$ cat src/rtl/uart_transmitter.sv
// UART transmitter: 8N1 serializer (LSB first) fed by a ready/valid source.
// Optional even parity bit between data bit 7 and stop when UART_TX_PARITY_EN is defined.
//
// state | meaning
// IDLE  | line high, ready high, waiting for a character
// SEND  | shifting the frame out, one bit per SYMBOL_EDGE_TIME cycles
module uart_transmitter #(
  parameter int CLOCK_FREQ = 125_000_000,
  parameter int BAUD_RATE  = 115_200
) (
  input  logic       clk,
  input  logic       rst,
  input  logic [7:0] data_in,
  input  logic       data_in_valid,
  output logic       data_in_ready,
  output logic       serial_out
);

  localparam int SYMBOL_EDGE_TIME = CLOCK_FREQ / BAUD_RATE;
  localparam int CLK_CNT_W = (SYMBOL_EDGE_TIME > 1) ? $clog2(SYMBOL_EDGE_TIME) : 1;
  localparam logic [CLK_CNT_W-1:0] CLK_CNT_MAX = CLK_CNT_W'(SYMBOL_EDGE_TIME - 1);

`ifdef UART_TX_PARITY_EN
  localparam int FRAME_BITS = 11;
  localparam int BIT_CNT_W  = 5;
`else
  localparam int FRAME_BITS = 10;
  localparam int BIT_CNT_W  = 4;
`endif

  localparam logic [BIT_CNT_W-1:0] LAST_BIT = BIT_CNT_W'(FRAME_BITS - 1);

  typedef enum logic {IDLE, SEND} state_t;

  state_t                  state;
  logic [FRAME_BITS-2:0]   shift_reg;   // bits still to go; the current bit sits in serial_out
  logic [CLK_CNT_W-1:0]    clk_cnt;
  logic [BIT_CNT_W-1:0]    bit_cnt;
  logic [FRAME_BITS-1:0]   frame_load;

`ifdef UART_TX_PARITY_EN
  assign frame_load = {1'b1, ^data_in, data_in, 1'b0};
`else
  assign frame_load = {1'b1, data_in, 1'b0};
`endif

  always_ff @(posedge clk) begin
    if (rst) begin
      state         <= IDLE;
      shift_reg     <= '1;
      clk_cnt       <= '0;
      bit_cnt       <= '0;
      data_in_ready <= 1'b1;
      serial_out    <= 1'b1;
    end else begin
      case (state)
        IDLE: begin
          data_in_ready <= 1'b1;
          serial_out    <= 1'b1;
          if (data_in_valid && data_in_ready) begin
            state         <= SEND;
            shift_reg     <= frame_load[FRAME_BITS-1:1];
            clk_cnt       <= '0;
            bit_cnt       <= '0;
            data_in_ready <= 1'b0;
            serial_out    <= frame_load[0];
          end
        end
        SEND: begin
          if (clk_cnt == CLK_CNT_MAX) begin
            clk_cnt   <= '0;
            shift_reg <= {1'b1, shift_reg[FRAME_BITS-2:1]};
            bit_cnt   <= bit_cnt + BIT_CNT_W'(1);
            if (bit_cnt == LAST_BIT) begin
              state         <= IDLE;
              data_in_ready <= 1'b1;
              serial_out    <= 1'b1;
            end else begin
              serial_out <= shift_reg[0];
            end
          end else begin
            clk_cnt <= clk_cnt + CLK_CNT_W'(1);
          end
        end
        default: state <= IDLE;
      endcase
    end
  end

endmodule

$ cat config.mk
export PLATFORM = sky130hd
export DESIGN_NAME = uart_transmitter
export DESIGN_NICKNAME = d
export VERILOG_FILES = /design/src/rtl/uart_transmitter.sv
export SDC_FILE = /design/constraint.sdc
export NUM_CORES = 1
export LEC_CHECK = 0
export ABC_AREA = 1
export ABC_CLOCK_PERIOD_IN_PS = 1750
export CAP_MARGIN = 15
export CORE_UTILIZATION = 50
export CTS_CLUSTER_SIZE = 25
export DETAILED_ROUTE_END_ITERATION = 7
export PLACE_DENSITY = 0.71
export RECOVER_POWER = 100
export SETUP_SLACK_MARGIN = 0.5
export SLEW_MARGIN = 0
export SYNTH_ARGS = -nofsm -noshare
export SYNTH_HDL_FRONTEND = slang
export SYNTH_SLANG_ARGS = --single-unit
$ cat constraint.sdc
create_clock -name clk -period 1.75 [get_ports clk]
set_input_delay 0.35 -clock clk [delete_from_list [all_inputs] [get_ports clk]]
set_output_delay 0.35 -clock clk [all_outputs]
set_load 0.01 [all_outputs]
==> metrics.md <==
| Metric | Value |
|---|---|
| Status | finished clean |
| Design area | 1820 µm² |
| Max FFs per register | 11 |
| Clock transition at the registers of the reported paths | 0.14 ns |
| Design Power | 1.39 mW |
| Synthesized cell area | 1480 µm² |
| Tcrit/Tclk final | 85.1% |
| Htree depth | 1 |
| Worst-Skew Late Latency | 0.32 ns |
| Clock Tree Buf Depth | 2 |
| Clock sinks | 26 |
| GRT overflow | 0 |
| Total CTS buffers | 3 |
| Top cell by count, worst path | nand2_1 |
| Least-Margin Pin Slew | 0.525 ns |
| Die Area | 3170 µm² |
| Gp weighted congestion | 0.842 |
| Leakage | 0.772 nW |
| Yosys top cell by area | dfxtp_1 |
| # DRC | 0 |
| # diodes | 0 |
| Die height | 56.3 µm |
| Post-synth top flop | dfxtp_1 |
| Hold_ws | 0.468 ns |
| Most common cell in the netlist | nand2_1 |
| Hold/Removal Path Class | flop to flop |
| Setup crit start kind | flop |
| Async SR Flop Fraction | 0% |
| FF-to-FF Start | data_in_ready$_SDFFE_PP1P_ |
| WHS Path Cells | 2 |
| Yosys top cell area share | 35.3% |
| Port Buf Inserts | 12 |
| Path depth of the worst reg2reg path | 7 |
| Mean Syn Cell Area | 6.71 µm² |
| TritonCTS clock tree | built |
| Seq cells post-synth | 26 |
| Rows | 19 |
| Worst EP required | 2.01 ns |
| Final nets | 259 |
| Max-Slew Margin vs Limit | 65.0% |
| RSZ-0062 raised after global routing | true |
| Slowest cell on the critical path | clkbuf_1 |
| Max stage delay on crit path | 0.44 ns |
| Worst Path Arrival | 1.75 ns |
| Max Freq | 671 MHz |
| Net Count, Synth | 235 |
| Endpoints failing setup | 0 |
| Fin. max-slew vios | 0 |
| Syn. warnings | 0 |
| Power density cells | 767 nW/µm² |
| R2R Path End | clk_cnt[4]$_SDFFE_PP0P_ |
| Hold EP | shift_reg[4]$_SDFFE_PP1P_ |
| Minimum clock period | 1.49 ns |
| Fin Setup TNS | 0 ns |
| DP Cell Count | 259 |
| Worst Setup End Kind | flop |
| Top cells by area, synth | dfxtp_1 35%, nand2_1 17%, nand3_1 15% |
| Overall Global Routing Usage | 22.6% |
| Post-Place Worst Slack | -0.00956 ns |
| Fraction of layout instances using a drive strength above 1 | 21.8% |
| DR iter-0 viols | 47 |
| Routed vias/inst | 5.43 |
| DR vias | 1,487 |
| Number of global-route vias before repair | 1,349 |
| Core ar. | 2780 µm² |
| Crit Path Class | flop to flop |
| Post-cts hold buffer count | 0 |
| CP Cell Sequence | clkbuf_4 -> nand2_1 -> inv_1 -> nor2_1 -> clkbuf_1 -> nand2_1 -> a21oi_2 |
| DR WL/cell | 12.3 µm |
| First-pass DRT Iterations | 4 |
| First-pass GRT wire length | 5.73 mm |
| Ports | 13 |
| Final Skew | 0.00183 ns |
| Final core occ | 65.3% |
| Critical path peak fanout | 11 |
| Synth top cells by count | 66 x nand2_1, 43 x nand3_1, 26 x dfxtp_1 |
| Root Driver | clkbuf_4 |
| Syn Inst Count | 220 |
| Seq/Total Area, Yosys | 35.3% |
| Post-synth EDFFs | 0 |
| Placed cell area | 1640 µm² |
| Initial Util | 53.0% |
| Final cell count without fillers | 274 |
| Final wirelength | 3.37 mm |
| Die X | 56.3 µm |
| DP Wirelength | 2.25 mm |
| MaxCap Viol Count | 0 |
| Routed Antenna Nets | 0 |
| Post-synth cell types | 24 |
| Antenna violations before repair | 0 |
| Final setup margin | 0.260 ns |
| FF-to-FF setup slack | 0.26 ns |
| Maximum number of pins on one net before global-route repair | 16 |
| Hold Path Origin | shift_reg[4]$_SDFFE_PP1P_ |
| Syn-to-layout area delta | 23.2% |
| Maximum vdd drop | 0.608 mV |
| Final Hold Fails | 0 |
[metal layers]
| layer | vias to the layer above | routed length [µm] | track usage [%] |
|---|---|---|---|
| met3 | 6 | 92 | 2.53 |
| met5 | - | 0 | 0 |
| met4 | 0 | 59 | 10.1 |
| met2 | 28 | 1710 | 40.0 |
| li1 | 763 | - | - |
| met1 | 690 | 1510 | 27.6 |
[layout make-up]
class | instances | area (µm²)
Clock buffer | 3 | 22.5
Clock inverter | 1 | 30.0
Fill cell | 258 | 965
Inverter | 19 | 76.3
Multi-Input combinational cell | 165 | 876
Sequential cell | 26 | 539
Tap cell | 31 | 38.8
Timing Repair Buffer | 29 | 234
[cell usage in the layout, fill, tap and decap left out]
cell type / Yosys / layout
o21bai_1: 1 / 1
bufinv_16: 0 / 1
nor2_4: 1 / 2
nor2_2: 0 / 3
xnor2_1: 3 / 3
nand3_1: 43 / 42
buf_2: 0 / 1
buf_4: 1 / 15
nand2_4: 1 / 2
o21ai_0: 3 / 3
nand3_2: 0 / 2
dfxtp_2: 0 / 9
dfxtp_1: 26 / 15
nand2_8: 0 / 1
clkdlybuf4s50_1: 0 / 10
ha_4: 0 / 2
clkbuf_1: 4 / 1
inv_2: 0 / 2
a21oi_2: 0 / 2
dfxtp_4: 0 / 2
o211ai_1: 2 / 2
nand4_1: 6 / 6
ha_1: 4 / 2
clkbuf_2: 1 / 1
clkbuf_4: 0 / 4
nand2_2: 2 / 2
nand2_1: 66 / 64
nor3_1: 3 / 3
inv_4: 0 / 2
inv_1: 19 / 15
nor2_1: 16 / 12
a21oi_1: 13 / 11
[cells by family (layout without fill, tap and decap cells)]
kind of cell    Yosys count  after routing  share of synthesized area (%)
xor+xnor                  3              3                           1.78
flops                    26             26                           35.3
buf+inv                  29             52                           10.0
compound gates           19             19                           6.95
simple gates            139            139                           42.6
fa+ha+maj                 4              4                           3.39
[worst max-delay path by stage]
| stage | startpoint | endpoint | slack, ns | cells after the start |
|---|---|---|---|---|
| after floorplan | clk_cnt[0]$_SDFFE_PP0P_ | shift_reg[7]$_SDFFE_PP1P_ | 0.47 | 9 |
| after global placement | data_in_valid | shift_reg[7]$_SDFFE_PP1P_ | 0.04 | 8 |
| after detailed placement | data_in_valid | shift_reg[7]$_SDFFE_PP1P_ | -0.01 | 8 |
| after CTS | clk_cnt[1]$_SDFFE_PP0P_ | shift_reg[7]$_SDFFE_PP1P_ | 0.41 | 9 |
| after global routing | data_in_ready$_SDFFE_PP1P_ | clk_cnt[4]$_SDFFE_PP0P_ | 0.16 | 7 |
| final | data_in_ready$_SDFFE_PP1P_ | clk_cnt[4]$_SDFFE_PP0P_ | 0.26 | 7 |
[report_power, final]
part	internal, mW	switching (mW)	total, mW
Clock	0.232	0.183	0.414
Combinational	0.137	0.179	0.316
Sequential	0.634	0.0285	0.662
Total	1.00	0.390	1.39
[critical path: cells and delay by family, from the launching register on]
family	cells	cell delay [ns]
DFF	1	0.33
and+or+nand+nor	3	0.32
AOI/OAI and AO/OA	1	0.17
buffers and inverters	3	0.61
[repair_timing]
item / CTS / global route
pin swaps: 1 / 6
endpoints found under the hold margin: 0 / 0
buffers inserted: 8 / 3
setup endpoints to repair: 21 / 28
resized for setup: 13 / 22
Note: power is estimated with default switching activity, not from simulation.
==> patch: new RTL, config.mk and constraints unchanged <==
Reset style: asynchronous (`rst`), changed in one clocked block.
--- a/src/rtl/uart_transmitter.sv
+++ b/src/rtl/uart_transmitter.sv
@@ -45,5 +45,5 @@
 `endif
 
-  always_ff @(posedge clk) begin
+  always_ff @(posedge clk or posedge rst) begin
     if (rst) begin
       state         <= IDLE;
Formal check against the unedited RTL: differs if rst is asserted again (counterexample within 4 cycles, from zero or initial values and one cycle with rst high); with rst held inactive, the same outputs for 10 cycles.
==> patch against the original RTL <==
Core utilization is 8.1 points higher; routed wire length is 32% higher; area after synthesis is 1.4% higher; worst hold slack better by 0.0063 ns; count of clock-buffer cells in the layout is 1 higher; synthesized cell count is 9.1% lower; design area is 13% higher; sequential share of layout area is 2.8 points higher; worst setup slack worse by 0.074 ns; sequential cell count stayed put; critical endpoint is now bit_cnt[0].
Power is not compared: it rests on default switching activity, and its combinational part moved more than twofold at a synthesized area within 25%.
==> patch: results (changes against the original RTL) <==
[route]
wl_met3_um=269  ; +190%
dr.pass1.iters=5  ; +1
wl_met2_mm=2.26  ; +32%
avgViaCountPerCell=5.69  ; +4.9%
drt_iter0_drc=83  ; +77%
met1_length_mm=1.74  ; +15%
drt_wl_total_mm=4.43  ; +32%

[grt]
grt_max_degree=27  ; +11
grt_first_pass_wirelength_mm=6.84  ; +19%
use_met1_pct=36.9  ; +9.3 points
grt_use_total_pct=27.8  ; +5.2 points
grt_use_met2_pct=45.1  ; +5.1 points
first_global_vias=1498  ; +11%
use_met3_pct=4.61  ; +2.1 points

[place]
pre_cts_ws_ns=0.199  ; +0.209 ns
gp_congestion=0.827  ; -1.8%
dpl.hpwl_mm=2.20  ; -2.2%

[cells_and_area]
seq_share_pct=32.5  ; +2.8 points
non_clock_buffer_area_share_pct=15.3  ; +2.4 points
layout-drive-gt1-share_pct=34.9  ; +13 points
multi_input_area_share_pct=45.5  ; -2.7 points
final_nets=254  ; -1.9%
nMultiInputCombCells=155  ; -6.1%
buffers=37  ; +28%
n_fill_cell=204  ; -21%
nClkBuffers=4  ; +1
clock_cell_area_share_pct=1.76  ; -1.1 points
n_all_inverters=16  ; -3
seq_cell_count=26  ; unchanged

[synthesis]
ys_async_sr_fraction_pct=100  ; +100 points
yosys-top-cells-area=dfrtp_1 (27%), nand2_1 (20%), dfstp_2 (18%)
synthesis.nets=215  ; -8.5%
synthTopCellsByCount=nand2_1 (81), nand3_1 (25), dfrtp_1 (16), inv_1 (15), nor2_1 (15)
synthFlopType=dfrtp_1
synth_cell_types=25  ; +4.2%

[worst_setup_path]
slowest_stage=dfrtp_1
worstPathMaxFanout=4  ; -7
cp_top_family=simple AND/OR/NAND/NOR gates
arrival_ns=1.84  ; +0.09 ns

[timing]
fin_skew_ns=0.00448  ; +0.00265 ns

[power_and_ir_drop]
ir_worst_vdd_mv=0.374
p_clk_share_pct=33.4

[status]
status=finished, final reports clean

## patch: cell types whose count changed after synthesis, moves of 3 or more
| cell | unedited run | this run |
|---|---|---|
| o22ai_1 | 0 | 3 |
| nand2_1 | 66 | 81 |
| nor3_1 | 3 | 0 |
| nand4_1 | 6 | 2 |
| dfstp_2 | 0 | 10 |
| buf_2 | 0 | 3 |
| nand3_1 | 43 | 25 |
| dfrtp_1 | 0 | 16 |
| clkbuf_1 | 4 | 0 |
| dfxtp_1 | 26 | 0 |
| inv_1 | 19 | 15 |
| a21oi_1 | 13 | 0 |
## patch: per-stage QoR
step / instance area (µm²) / instances / hold WS (ns)
detailed placement: 1640 / 240 / 0.455
finish: 2060 / 269 / 0.475
floorplan: 1500 / 200 / 0.383
global route: 2060 / 269 / 0.497
global placement: 1640 / 240 / 0.453
CTS: 2040 / 268 / 0.381
## patch: worst min-delay path: cells and delay by family (launching register included)
family           cells  cell delay [ns]
DFF                  1             0.40
and+or+nand+nor      2             0.10
## patch: kinds of logic after synthesis
family	after synthesis	synth area share, %
buf+inv	22	6.77
simple gates	134	39.3
compound gates	10	3.93
fa+ha+maj	4	3.34
flops	26	44.3
xor+xnor	4	2.34
## patch: worst paths after layout
kind                              startpoint      endpoint  slack, ns  cells after the start
worst max-delay path              clk_cnt[2]    bit_cnt[0]       0.19                      7
worst min-delay path            shift_reg[0]  shift_reg[0]       0.47                      2
worst max register to register    clk_cnt[2]    bit_cnt[0]       0.19                      7
worst min register to register  shift_reg[0]  shift_reg[0]       0.47                      2
max in group asynchronous                rst    bit_cnt[0]       0.67                      3
min in group asynchronous                rst         state       0.62                      3
## patch: timing repair
item | 4_1_cts | 5_1_grt
pin swaps | 14 | 6
setup buffers | 21 | 1
setup endpoints to repair | 28 | 28
cloned | 3 | 0
resized for setup | 54 | 20
